[src/rtl/seq_nibble_subtractor_pkg.sv]
// Shared definitions for the nibble-serial subtractor.
// Slice width, controller states and the operand-width legality check.
package sub_pkg;

    localparam int SLICE_W = 4;

    typedef enum logic {
        IDLE = 1'b0,
        CALC = 1'b1
    } state_t;

    function automatic bit width_ok(input int w);
        return (w >= SLICE_W) && ((w % SLICE_W) == 0);
    endfunction

endpackage

[src/rtl/nibble_lookahead_stage.sv]
// 4-bit carry-lookahead adder stage: s = x + y + cin, cout = carry out.
// Latency: purely combinational, zero cycles.
// Backpressure: none; the caller owns all sequencing.
module nibble_lookahead_stage (
    input  logic [3:0] x,
    input  logic [3:0] y,
    input  logic       cin,
    output logic [3:0] s,
    output logic       cout
);

    logic [3:0] p;
    logic [3:0] g;
    logic [4:0] c;

    assign p = x ^ y;
    assign g = x & y;

    // Each carry is flattened from generate/propagate terms, with no ripple chain.
    assign c[0] = cin;
    assign c[1] = g[0] | (p[0] & cin);
    assign c[2] = g[1] | (p[1] & g[0]) | (p[1] & p[0] & cin);
    assign c[3] = g[2] | (p[2] & g[1]) | (p[2] & p[1] & g[0])
                | (p[2] & p[1] & p[0] & cin);
    assign c[4] = g[3] | (p[3] & g[2]) | (p[3] & p[2] & g[1])
                | (p[3] & p[2] & p[1] & g[0])
                | (p[3] & p[2] & p[1] & p[0] & cin);

    assign s    = p ^ c[3:0];
    assign cout = c[4];

endmodule

[src/rtl/seq_nibble_subtractor.sv]
// Computes a - b - bin one 4-bit slice per clock, LSB slice first.
// Latency: done pulses in the cycle after the NSLICE-th edge following the accept edge.
// Backpressure: start is ignored while busy; results hold until the next accepted start.
module seq_nibble_subtractor
    import sub_pkg::*;
#(
    parameter int WIDTH = 8
) (
    input  logic             clk,
    input  logic             rst_n,
    input  logic             start,
    input  logic [WIDTH-1:0] a,
    input  logic [WIDTH-1:0] b,
    input  logic             bin,
    output logic             busy,
    output logic             done,
    output logic [WIDTH-1:0] diff,
    output logic             bout,
    output logic             ovf
);

    localparam int NSLICE = WIDTH / SLICE_W;
    localparam int IDX_W  = (NSLICE > 1) ? $clog2(NSLICE) : 1;
    localparam logic [IDX_W-1:0] LAST_IDX = IDX_W'(NSLICE - 1);

    if (!width_ok(WIDTH)) begin : g_width_check
        $error("seq_nibble_subtractor: WIDTH must be a positive multiple of 4");
    end

    state_t             state;
    state_t             state_nxt;
    logic               accept;
    logic               last;
    logic [IDX_W-1:0]   idx;
    logic [WIDTH-1:0]   a_q;
    logic [WIDTH-1:0]   b_q;
    logic               carry;
    logic [SLICE_W-1:0] x_slice;
    logic [SLICE_W-1:0] y_slice;
    logic [SLICE_W-1:0] sum4;
    logic               c4;

    always_ff @(posedge clk or negedge rst_n) begin
        if (!rst_n) begin
            state <= IDLE;
        end else begin
            state <= state_nxt;
        end
    end

    always_comb begin
        state_nxt = state;
        accept    = 1'b0;
        last      = 1'b0;
        case (state)
            IDLE: begin
                if (start) begin
                    accept    = 1'b1;
                    state_nxt = CALC;
                end
            end
            CALC: begin
                if (idx == LAST_IDX) begin
                    last      = 1'b1;
                    state_nxt = IDLE;
                end
            end
            default: state_nxt = IDLE;
        endcase
    end

    assign busy = (state == CALC);

    // Subtraction as a + ~b + carry; the carry register starts at ~bin.
    assign x_slice =  a_q[int'(idx) * SLICE_W +: SLICE_W];
    assign y_slice = ~b_q[int'(idx) * SLICE_W +: SLICE_W];

    nibble_lookahead_stage u_stage (
        .x    (x_slice),
        .y    (y_slice),
        .cin  (carry),
        .s    (sum4),
        .cout (c4)
    );

    always_ff @(posedge clk or negedge rst_n) begin
        if (!rst_n) begin
            idx   <= '0;
            a_q   <= '0;
            b_q   <= '0;
            carry <= 1'b0;
            diff  <= '0;
            bout  <= 1'b0;
            ovf   <= 1'b0;
            done  <= 1'b0;
        end else begin
            done <= last;
            if (accept) begin
                a_q   <= a;
                b_q   <= b;
                carry <= ~bin;
                idx   <= '0;
                diff  <= '0;
                bout  <= 1'b0;
                ovf   <= 1'b0;
            end else if (state == CALC) begin
                diff[int'(idx) * SLICE_W +: SLICE_W] <= sum4;
                carry <= c4;
                if (last) begin
                    idx  <= '0;
                    bout <= ~c4;
                    // Operand signs differ and the result sign departs from the minuend.
                    ovf  <= (a_q[WIDTH-1] != b_q[WIDTH-1]) && (sum4[SLICE_W-1] != a_q[WIDTH-1]);
                end else begin
                    idx <= idx + 1'b1;
                end
            end
        end
    end

endmodule

[config.mk]
export PLATFORM = sky130hd
export DESIGN_NAME = seq_nibble_subtractor
export DESIGN_NICKNAME = d
export VERILOG_FILES = /design/src/rtl/seq_nibble_subtractor_pkg.sv /design/src/rtl/nibble_lookahead_stage.sv /design/src/rtl/seq_nibble_subtractor.sv
export SDC_FILE = /design/constraint.sdc
export NUM_CORES = 1
export LEC_CHECK = 0
export ABC_CLOCK_PERIOD_IN_PS = 3150
export CAP_MARGIN = 20
export CORE_ASPECT_RATIO = 0.75
export CORE_MARGIN = 2
export CORE_UTILIZATION = 50
export CTS_CLUSTER_SIZE = 28
export DETAILED_ROUTE_END_ITERATION = 6
export PLACE_DENSITY = 0.79
export SYNTH_ARGS = -nofsm -noshare
export SYNTH_HDL_FRONTEND = slang
export SYNTH_HIERARCHICAL = 1
export SYNTH_SLANG_ARGS = --single-unit
[constraint.sdc]
create_clock -name clk -period 3.15 [get_ports clk]
set_input_delay 0.945 -clock clk [delete_from_list [all_inputs] [get_ports clk]]
set_output_delay 0.945 -clock clk [all_outputs]
set_load 0.02 [all_outputs]
# [Word level (Yosys, flattened, before mapping)]
# Index checks and enable logic that the tools add are counted.
[totals] reg_bits=30 out_inout_bits=12
[classes] n_shift=4 bitwise_logic=33 muxes=20 eq_ne=2 n_addsub=2 reduce_logical=4
[ops] op="$neg A3 Y33" n=1
[ops] op="$shift A4 B33 Y8 const A" n=1
[ops] op="$shiftx A4 B33 Y8" n=1
[ops] op="$and A1 B1 Y1" n=16
[ops] op="$mux W1" n=16
[ops] op="$mux W8" n=2
[ops] op="$shiftx A8 B4 Y4" n=2
[ops] op="$or A1 B1 Y1" n=10
[ops] op="$bwmux W8" n=1
[ops] op="$xor A4 B4 Y4" n=2
[ops] op="$and A4 B4 Y4" n=1
[ops] op="$not A4 Y4" n=1
[ops] op="$reduce_bool A2 Y1" n=2
[ops] op="$not A1 Y1" n=3
[ops] op="$ne A1 B1 Y1" n=2
[ops] op="$pmux W1 S2" n=1
[ops] op="$reduce_and A2 Y1" n=1
[ops] op="$add A1 B1 Y1 const B" n=1
[ops] op="$logic_and A1 B1 Y1" n=1

# [Longest topological paths before layout]
[depth] ltp_word=13 ltp_mapped=10

# [Hierarchy]
# The synthesis kept the hierarchy.
[by_module_without_submodules] mod="seq_nibble_subtractor" area_each_um2=1333.8 seq_area_each_um2=750.7 n_inst=1 cells_each=89
[by_module_without_submodules] mod="nibble_lookahead_stage" area_each_um2=147.6 seq_area_each_um2=0.0 n_inst=1 cells_each=17

# [Worst setup path after synthesis]
# Ideal clock, no wire load.
[synth_path] path_kind="register to register" start="register idx" end="register diff[3]" stages_incl_launch_ff=10 t_arrival_ps=2296 period_less_slack_ps=2417 setup_slack_ps=733 required_time_ps=3029 cell_sequence="dfrtp_1 -> buf_2 -> buf_2 -> mux2_2 -> ha_1 -> a21o_1 -> a31o_1 -> xor2_1 -> mux2_2 -> a22o_1"
[synth_rtl] element="start: declaration" line_no="seq_nibble_subtractor.sv:34" text="logic [IDX_W-1:0] idx;"
[synth_rtl] element="start signal: assignment" line_no="seq_nibble_subtractor.sv:115" text="idx <= idx + 1'b1;"
[synth_rtl] element="$shiftx A8 B4 Y4 *" line_no="seq_nibble_subtractor.sv:75" text="assign x_slice = a_q[int'(idx) * SLICE_W +: SLICE_W];"
[synth_rtl] element="net x_slice[0]" line_no="seq_nibble_subtractor.sv:38" text="logic [SLICE_W-1:0] x_slice;"
[synth_rtl] element="$and A4 B4 Y4 / $xor A4 B4 Y4 (equally long branches)" line_no="nibble_lookahead_stage.sv:17, nibble_lookahead_stage.sv:16"
[synth_rtl] element="$and A1 B1 Y1, on equally long branches" line_no="nibble_lookahead_stage.sv:23, nibble_lookahead_stage.sv:24"
[synth_rtl] element="$or A1 B1 Y1 / $and A1 B1 Y1 (equally long branches)" line_no="nibble_lookahead_stage.sv:23, nibble_lookahead_stage.sv:24"
[synth_rtl] element="$or A1 B1 Y1 *" line_no="nibble_lookahead_stage.sv:24" text="| (p[2] & p[1] & p[0] & cin);"
[synth_rtl] element="$xor A4 B4 Y4 *" line_no="nibble_lookahead_stage.sv:29" text="assign s = p ^ c[3:0];"
[synth_rtl] element="net sum4[3]" line_no="seq_nibble_subtractor.sv:40" text="logic [SLICE_W-1:0] sum4;"
[synth_rtl] element="$shiftx A4 B33 Y8 *" line_no="seq_nibble_subtractor.sv:107" text="diff[int'(idx) * SLICE_W +: SLICE_W] <= sum4;"
[synth_rtl] element="$bwmux W8 *" line_no="seq_nibble_subtractor.sv:107"
[synth_rtl] element="$mux W8 *" line_no="seq_nibble_subtractor.sv:106" text="end else if (state == CALC) begin"
[synth_rtl] element="$mux W8 *" line_no="seq_nibble_subtractor.sv:98" text="if (accept) begin"
[synth_rtl] element="end signal: indexed assignment" line_no="seq_nibble_subtractor.sv:107"
[synth_rtl] element="end: declaration" line_no="seq_nibble_subtractor.sv:17" text="output logic [WIDTH-1:0] diff,"
# Mark *: on every way through the listed nets, which the timed path passes. The rest lies on a longest branch. The select of a mux whose other input is x is not followed.
# A chain may end at the register's enable or synchronous reset.

# [Worst setup path in the final report]
[layout_path] start="register idx" end="register diff[3]"
[layout_rtl] element="$shiftx A8 B4 Y4 *" line_no="seq_nibble_subtractor.sv:76" text="assign y_slice = ~b_q[int'(idx) * SLICE_W +: SLICE_W];"
[layout_rtl] element="$not A4 Y4 *" line_no="seq_nibble_subtractor.sv:76"
[layout_rtl] element="net y_slice[0]" line_no="seq_nibble_subtractor.sv:39" text="logic [SLICE_W-1:0] y_slice;"
[layout_rtl] element="$and A4 B4 Y4 / $xor A4 B4 Y4 (equally long branches)" line_no="nibble_lookahead_stage.sv:17, nibble_lookahead_stage.sv:16"
[layout_rtl] element="$and A1 B1 Y1, on equally long branches" line_no="nibble_lookahead_stage.sv:23, nibble_lookahead_stage.sv:24"
[layout_rtl] element="$or A1 B1 Y1 / $and A1 B1 Y1 (equally long branches)" line_no="nibble_lookahead_stage.sv:23, nibble_lookahead_stage.sv:24"
[layout_rtl] element="$or A1 B1 Y1 *" line_no="nibble_lookahead_stage.sv:24"
[layout_rtl] element="$xor A4 B4 Y4 *" line_no="nibble_lookahead_stage.sv:29"
[layout_rtl] element="net sum4[3]" line_no="seq_nibble_subtractor.sv:40"
[layout_rtl] element="$shiftx A4 B33 Y8 *" line_no="seq_nibble_subtractor.sv:107"
[layout_rtl] element="$bwmux W8 *" line_no="seq_nibble_subtractor.sv:107"
[layout_rtl] element="$mux W8 *" line_no="seq_nibble_subtractor.sv:106"
[layout_rtl] element="$mux W8 *" line_no="seq_nibble_subtractor.sv:98"
# Marks and branches as above.

==> results.md <==
* Status: complete, no violations
* Power Dens Cells at 1230 mW/mm²
* Crit-path cells: buf_4 -> mux2i_1 -> ha_1 -> a21o_1 -> a31o_1 -> xor2_1 -> mux2_2 -> a22o_1
* Syn nets at 131
* Mapped Area at 0.00148 mm²
* Total track usage at 18.9%
* Initial Util at 51.6%
* Fin util at 65.4%
* Post-layout nets at 165
* Layout cells sized above 1 at 29.8%
* Seq/Total Area, Yosys at 50.7%
* Critical path class: register to register
* Routed Antenna Nets at 0
* Die X at 66.9 µm
* Netlist cell types at 25
* CP max FO at 10
* Final setup viols at 0
* Final GP Congestion at 0.789
* Wire per inst at 14.4 µm
* RSZ-0062 raised after global routing: false
* Setup Skew at 0.00481 ns
* Initial antenna violation count at 0
* Row cnt at 17
* Cts hold-fix bufs at 0
* Die area at 0.00342 mm²
* Internal at 1.45 mW
* Vias in the first global route at 965
* Net Switching at 858 µW
* Largest net degree at the start of global routing at 31
* Max VDD drop at 0.548 mV
* Combinational share of power at 55.7%
* Hold WS at 0.502 ns
* CTS Buf Count at 5
* Grt met3 use at 7.93%
* Post-Place Cells at 171
* DR vias at 915
* Global route hottest layer: met2
* DRC viols at 0
* Max stage delay on crit path at 0.56 ns
* Grt met1 use at 24.2%
* Area Overhead vs Synth at 26.8%
* Min cycle time layout at 2.54 ns
* Resize count post-CTS at 0
* Hold Path Class: register to register
* Required time of the critical path at 3.32 ns
* Final setup TNS at 0 ns
* Worst-Skew Late Latency at 0.28 ns
* Clk slew on worst S/H paths at 0.06 ns
* Clock root buffer: clkbuf_8
* Max-cap violations at 0
* GR Overflow Total at 0
* Synthesis warning total at 6
* Cell count after synthesis at 106
* Drt total wl at 2580 µm
* Postcts setup bufs at 0
* Largest registers: a_q x8, b_q x8, diff x8
* #FFs+latches synth at 30
* Setup crit start kind: register
* TritonRoute pass-1 iters at 4
* Max clock buf depth at 2
* Relative slew slack at 61.5%
* Crit. End Element: register
* Slew Limit Fails at 0
* Mean Syn Cell Area at 14.0 µm²
* Clock sink total at 30
* Final hold viol count at 0
* # diodes at 0
* Die Y at 51.1 µm
* Clock share of power at 13.3%
* First-pass GRT wire length at 4640 µm
* Fmax at 393 MHz
* Sequential Power Share at 31.0%
* Fin crit share at 80.7%
* Flop2flop setup slack at 0.61 ns
* Critical Path AT at 2.71 ns
* IO Count at 32
* Sum of net half-perimeters after detailed placement at 1900 µm
* 1st-iter DRT viols at 39
* CTS tree: done
* Worst slew pin tran at 0.577 ns
* Buffers on Ports at 31
* CP max stage cell: dfrtp_1
* Final Instance Count excl. Fillers at 179
* Met2 usage in global routing at 29.0%
* Fillers at 231
* Sw frac at 37.1%
* Vias per std cell at 5.11
* H-tree depth at 2
* Core Region at 0.00287 mm²
* Static Leak at 0.853 nW
## final timing paths
path | from | to | depth (start not counted)
worst min register to register | diff[6] | diff[6] | 1
worst max register to register | idx | diff[3] | 8
max in group asynchronous | rst_n | b_q[0] | 2
worst max-delay path | idx | diff[3] | 8
min in group asynchronous | rst_n | busy | 2
worst min-delay path | diff[6] | diff[6] | 1
## layer usage
metal | up-vias | routed length [µm] | share of wire, %
met5 | - | 0 | 0
met2 | 29 | 1170 | 45
met3 | 7 | 158 | 6.1
met4 | 0 | 46 | 1.8
met1 | 436 | 1200 | 47
li1 | 443 | - | -
## cell usage after synthesis
cell | n | area [µm²]
xnor2_1 | 2 | 17.5
o22ai_1 | 1 | 6.26
fa_1 | 1 | 20.0
buf_2 | 2 | 10.0
mux2i_1 | 5 | 50.1
inv_1 | 7 | 26.3
a22o_1 | 5 | 43.8
a31o_1 | 1 | 8.76
mux2_2 | 25 | 282
a22o_2 | 5 | 50.1
a21o_1 | 4 | 30.0
xor2_1 | 1 | 8.76
o21ai_0 | 1 | 5.00
nand2_1 | 2 | 7.51
nor2_8 | 1 | 20.0
dfrtp_1 | 30 | 751
buf_12 | 1 | 20.0
buf_8 | 1 | 15.0
buf_6 | 2 | 22.5
a21oi_1 | 1 | 5.00
nor2_1 | 1 | 3.75
nand2b_1 | 1 | 6.26
ha_1 | 4 | 50.1
and2_4 | 1 | 8.76
nor2b_4 | 1 | 13.8
## power by group through the flow
stage	clock (mW)	sequential (mW)	combinational [mW]
global route	0.341	0.747	1.43
finish	0.307	0.716	1.29
global placement	0	0.717	1.26
CTS	0.317	0.716	1.30
detailed placement	0	0.722	1.28
floorplan	0	0.725	1.00
## worst max-delay path: cells and delay by family, from the launching register on
family / cells / cell delay (ns)
multiplexers: 2 / 0.57
XOR/XNOR: 1 / 0.18
buffers and inverters: 1 / 0.24
adder cells (fa/ha/maj): 1 / 0.28
AO/OA/AOI/OAI: 3 / 0.60
flip-flops: 1 / 0.56
## per-stage QoR
step | worst slack [ns] | power [mW] | area, µm²
floorplan | 0.733 | 1.73 | 1480
global route | 0.380 | 2.52 | 1880
detailed placement | 0.600 | 2.00 | 1790
finish | 0.608 | 2.31 | 1880
CTS | 0.611 | 2.33 | 1880
global placement | 0.632 | 1.97 | 1790
## layout by cell type, fill, tap and decap left out
master           count
nand2_1              2
a21oi_1              1
clkdlybuf4s50_1     31
o22ai_1              1
buf_4                2
inv_1                7
mux2i_1              5
clkbuf_8             6
mux2_2              25
a22o_1               5
nor2_1               1
fa_1                 1
a22o_2               5
o21ai_0              1
clkbuf_1             1
xor2_1               1
nand2b_1             1
ha_1                 4
a21o_1               4
nor2_8               1
dfrtp_1             30
xnor2_1              2
a31o_1               1
and2_4               1
nor2b_4              1
clkinv_2             1
## kinds of logic (layout without fill, tap and decap cells)
kind of cell             count (synthesis)  in the layout  share of synthesized area (%)
multiplexers                            30             30                           22.4
AO/OA/AOI/OAI                           18             18                           10.1
buffers and inverters                   13             48                           6.33
AND/OR/NAND/NOR                          7              7                           4.05
XOR/XNOR                                 3              3                           1.77
adder cells (fa/ha/maj)                  5              5                           4.73
flip-flops                              30             30                           50.7
## layout make-up
cell class / count / area [µm²] / area share, %
Timing Repair Buffer: 33 / 325 / 17.3
Tap cell: 38 / 47.5 / 2.53
Clock inverter: 1 / 5.00 / 0.266
Clock buffer: 7 / 86.3 / 4.60
Sequential cell: 30 / 751 / 40.0
Multi-Input combinational cell: 63 / 637 / 33.9
Inverter: 7 / 26.3 / 1.40
No activity file was read; power rests on OpenSTA's default activity.
